File: config.mk
export PLATFORM = sky130hd
export DESIGN_NAME = router_fsm
export DESIGN_NICKNAME = d
export VERILOG_FILES = /design/src/rtl/router_fsm.sv
export SDC_FILE = /design/constraint.sdc
export NUM_CORES = 1
export LEC_CHECK = 0
export CAP_MARGIN = 20
export CORE_ASPECT_RATIO = 0.8
export CORE_MARGIN = 1.5
export CORE_UTILIZATION = 50
export CTS_CLUSTER_DIAMETER = 100
export DETAILED_ROUTE_END_ITERATION = 6
export GPL_TIMING_DRIVEN = 0
export HOLD_SLACK_MARGIN = 0.1
export PLACE_DENSITY_LB_ADDON = 0.3
export SYNTH_ARGS = -nofsm -noshare
export SYNTH_HDL_FRONTEND = slang
export SYNTH_SLANG_ARGS = --single-unit
File: constraint.sdc
create_clock -name clock -period 2.6 [get_ports clock]
set_clock_uncertainty 0.2 [all_clocks]
set_input_delay 0.78 -clock clock [delete_from_list [all_inputs] [get_ports clock]]
set_output_delay 0.78 -clock clock [all_outputs]
set_load 0.01 [all_outputs]
File: src/rtl/router_fsm.sv
// Control FSM for the 1x3 router: header decode, FIFO write sequencing and
// per-port read-timeout soft resets.
module router_fsm #(
    parameter int unsigned TIMEOUT = 30,
    parameter int unsigned CNT_W   = 5
) (
    input  logic       clock,
    input  logic       resetn,
    input  logic       pkt_valid,
    input  logic [7:0] data_in,
    input  logic [2:0] fifo_full,
    input  logic [2:0] fifo_empty,
    input  logic [2:0] read_enb,
    output logic [2:0] write_enb,
    output logic       lfd_state,
    output logic       busy,
    output logic       detect_add,
    output logic [2:0] valid_out,
    output logic [2:0] soft_reset
);

    typedef enum logic [2:0] {
        StDecodeAddress,
        StWaitTillEmpty,
        StLoadFirstData,
        StLoadData,
        StFifoFullState,
        StLoadAfterFull,
        StLoadParity,
        StCheckParityError
    } state_t;

    state_t     state_q, state_d;
    logic [1:0] addr_q, addr_d;
    logic [CNT_W-1:0] cnt_q [3];

    assign valid_out = ~fifo_empty;

    always_comb begin
        state_d = state_q;
        addr_d  = addr_q;
        // A timeout on the port being written abandons the packet.
        if (state_q != StDecodeAddress && soft_reset[addr_q]) begin
            state_d = StDecodeAddress;
        end else begin
            unique case (state_q)
                StDecodeAddress: begin
                    if (pkt_valid && data_in[1:0] != 2'd3) begin
                        addr_d  = data_in[1:0];
                        state_d = fifo_empty[data_in[1:0]] ? StLoadFirstData : StWaitTillEmpty;
                    end
                end
                StWaitTillEmpty: begin
                    if (fifo_empty[addr_q]) state_d = StLoadFirstData;
                end
                StLoadFirstData: state_d = StLoadData;
                StLoadData: begin
                    if (fifo_full[addr_q])  state_d = StFifoFullState;
                    else if (!pkt_valid)    state_d = StLoadParity;
                end
                StFifoFullState: begin
                    if (!fifo_full[addr_q]) state_d = StLoadAfterFull;
                end
                StLoadAfterFull: state_d = pkt_valid ? StLoadData : StLoadParity;
                StLoadParity:       state_d = StCheckParityError;
                StCheckParityError: state_d = StDecodeAddress;
                default:            state_d = StDecodeAddress;
            endcase
        end
    end

    // Outputs are registered from the next state so they are glitch-free Moore outputs.
    always_ff @(posedge clock) begin
        if (!resetn) begin
            state_q    <= StDecodeAddress;
            addr_q     <= 2'd0;
            write_enb  <= 3'b000;
            lfd_state  <= 1'b0;
            busy       <= 1'b0;
            detect_add <= 1'b1;
        end else begin
            state_q    <= state_d;
            addr_q     <= addr_d;
            write_enb  <= (state_d == StLoadData || state_d == StLoadAfterFull ||
                           state_d == StLoadParity) ? (3'b001 << addr_d) : 3'b000;
            lfd_state  <= (state_d == StLoadFirstData);
            busy       <= !(state_d == StDecodeAddress || state_d == StLoadData);
            detect_add <= (state_d == StDecodeAddress);
        end
    end

    always_ff @(posedge clock) begin
        if (!resetn) begin
            for (int i = 0; i < 3; i++) cnt_q[i] <= '0;
            soft_reset <= 3'b000;
        end else begin
            for (int i = 0; i < 3; i++) begin
                if (fifo_empty[i] || read_enb[i]) begin
                    cnt_q[i]      <= '0;
                    soft_reset[i] <= 1'b0;
                end else if (cnt_q[i] == CNT_W'(TIMEOUT - 1)) begin
                    cnt_q[i]      <= '0;
                    soft_reset[i] <= 1'b1;
                end else begin
                    cnt_q[i]      <= cnt_q[i] + 1'b1;
                    soft_reset[i] <= 1'b0;
                end
            end
        end
    end

endmodule

==> flow_metrics.tcl <==
set metrics [dict create \
    finalHoldViolCount 0 \
    clock-sinks 29 \
    stdcell_count 238 \
    place_congestion 0.816 \
    hold_start "cnt_q[0][4]" \
    h-tree-depth 2 \
    finalCriticalPeriod_ns 2.51 \
    r2r-start "addr_q[0]" \
    fillers 214 \
    die_w_um 65.1 \
    rrSetupSlack_ns 0.31 \
    synthFlopType "edfxtp_1" \
    required_ns 2.59 \
    cp_max_fo 7 \
    clkLatencyLatePin_ns 0.29 \
    critical_path_cell_count 7 \
    first_iter_violations 67 \
    ir_worst_vdd_mv 0.444 \
    async_flop_share 0 \
    vias 1300 \
    ys_seq_elements 29 \
    finalMaxSlewViolations 0 \
    leakagePower_uw 0.000826 \
    first_global_vias 1250 \
    overflow 0 \
    clk_path_buf_depth 2 \
    status "complete, no violations" \
    cts_buffers 5 \
    hold_depth 2 \
    fmax_mhz 399 \
    antenna_found_initial 0 \
    dp_hpwl_um 2310 \
    fin_crit_sh 0.964 \
    postLayoutCoreUtil 0.714 \
    path_class "in -> reg" \
    synth_edf_count 15 \
    endpoint_kind "flop" \
    cts_root_buffer "clkbuf_8" \
    nets 225 \
    finalSetupViolations 0 \
    timing.slew.headroom 0.661 \
    place_inst 230 \
    port_buffers 25 \
    dieArea_um2 3420 \
    vias_per_cell 5.46 \
    route.detailed.drc 0 \
    ios 32 \
    syn_area_um2 1540 \
    wirelength_um 3290 \
    synth.distinct_cells 43 \
    grt_pass1_wl_um 5550 \
    grt_usage 0.222 \
    hold_path.class "reg -> reg" \
    synth-seq-area-share 0.474 \
    path_cells "clkdlybuf4s50_1 > nor2b_2 > o221a_4 > o21a_1 > nand4bb_1 > buf_6 > a2111oi_4" \
    setup_tns_ns 0 \
    setup_slack_ns 0.0925 \
    avgSynthCellArea_um2 10.1 \
    detail-route-antenna-nets 0 \
    mostFrequentLayoutCell "nor2_1" \
    start_util 0.540 \
    max_stage_delay_ns 0.39 \
    cpMaxStageDelayCell "clkdlybuf4s50_1" \
    drt_first_pass_iters 4 \
    critPathBufInv 2 \
    core_um2 2850 \
    wire_per_inst_um 13.8 \
    worst_pin_slew_ns 0.509 \
    final_layout_size_suffix_gt1_frac 0.105 \
    ys_warn_count 0 \
    cts.reportedPaths.clkPinSlew_ns 0.06 \
    ctsHoldBuffers 0 \
    grt_max_degree 11 \
    critPathTopFamily "compound AO/OA/AOI/OAI gates" \
    mostFrequentLayoutCells "nor2_1, edfxtp_1, conb_1, dfxtp_1, clkdlybuf4s50_1" \
    antenna_cells 0 \
    finalPower_uw 1650 \
    power.density_nw_per_um2 808 \
    arrival_ns 2.50 \
    hold-path-endpoint "soft_reset[0]" \
    startpoint_type "primary input" \
    std_cell_rows 17 \
    area_delta_synth_final_pct 32.2 \
    place_ws_ns -0.492 \
    synth_cells 153 \
    rr_worst_depth 8 \
    maxCapViolations 0 \
    grt_setup_unrepaired "false" \
    r2r_end "write_enb[0]" \
    die_y_um 52.6 \
    cts_tree "yes" \
]
-- cell usage after synthesis (3+ instances only) --
| cell type | number | area, µm² |
|---|---|---|
| nor2_1 | 26 | 97.6 |
| edfxtp_1 | 15 | 450 |
| dfxtp_1 | 14 | 280 |
| nand3_1 | 11 | 55.1 |
| inv_1 | 9 | 33.8 |
| ha_1 | 6 | 75.1 |
| xor2_1 | 6 | 52.6 |
| mux2i_1 | 5 | 50.1 |
| nor2b_1 | 5 | 31.3 |
| nand2_1 | 4 | 15.0 |
| a21oi_1 | 3 | 15.0 |
| nand2b_1 | 3 | 18.8 |
| nand4_1 | 3 | 18.8 |
| nor4_1 | 3 | 18.8 |
| or2_1 | 3 | 18.8 |
| xnor2_1 | 3 | 26.3 |
-- cells by family (layout without fill, tap and decap cells) --
group | after synthesis | after routing | share of synthesized area
fa+ha+maj | 6 | 6 | 0.0487
simple gates | 67 | 67 | 0.224
buf+inv | 13 | 46 | 0.0382
compound gates | 22 | 22 | 0.121
flops | 29 | 29 | 0.474
xor+xnor | 9 | 9 | 0.0512
other cells | 1 | 15 | 0.00243
mux | 6 | 6 | 0.0398
-- power breakdown --
part           switching (µW)  internal, µW
Sequential               54.1           553
Clock                     171           215
Combinational             327           325
-- worst max-delay path by stage --
stage                 startpoint            to  slack (ns)
detailed placement     pkt_valid  write_enb[0]       -0.49
global route        fifo_full[2]  write_enb[0]        0.02
finish              fifo_full[2]  write_enb[0]        0.09
floorplan           fifo_full[1]  write_enb[0]        0.18
global placement       pkt_valid  write_enb[0]       -0.46
CTS                 fifo_full[0]  write_enb[0]        0.02
-- worst register-to-register path, stage by stage (launching register included) --
cell       delay (ns)
dfxtp_1          0.30
buf_2            0.17
nand2b_1         0.20
o22ai_1          0.44
o22a_1           0.25
nand4bb_1        0.16
buf_6            0.15
a21oi_2          0.07
a2111oi_4        0.25
-- stage by stage --
| step | hold slack, ns | cell area [µm²] |
|---|---|---|
| final | 0.421 | 2040 |
| after global routing | 0.457 | 2040 |
| after CTS | 0.424 | 2010 |
| after detailed placement | 0.411 | 1890 |
| after global placement | 0.399 | 1890 |
| after floorplan | 0.347 | 1590 |
-- flip-flops by register name (all words and copies together) (netlist names) --
register,flops
addr_q,2
soft_reset,3
state_q,3
detect_add,1
lfd_state,1
busy,1
write_enb,3
cnt_q,15
-- repair_timing --
action	CTS	global route
setup endpoints to repair	7	4
gates resized for setup	17	7
setup buffers	0	0
pin swaps	3	4
-- layer usage --
layer	track usage	wire length, µm	up-vias
li1	-	-	632
met1	0.271	1470	623
met2	0.363	1610	39
met3	0.0602	170	6
met4	0.122	46	0
met5	0	0	-
-- final cells by class --
cell class | instances | area [µm²] | area share
timing repair buffer | 25 | 249 | 0.122
tap | 38 | 47.5 | 0.0234
multi-input combinational | 125 | 850 | 0.417
sequential | 29 | 731 | 0.359
buffer | 3 | 27.5 | 0.0135
inverter | 10 | 41.3 | 0.0203
clock buffer | 8 | 90.1 | 0.0443
No activity file was read; power rests on OpenSTA's default activity.
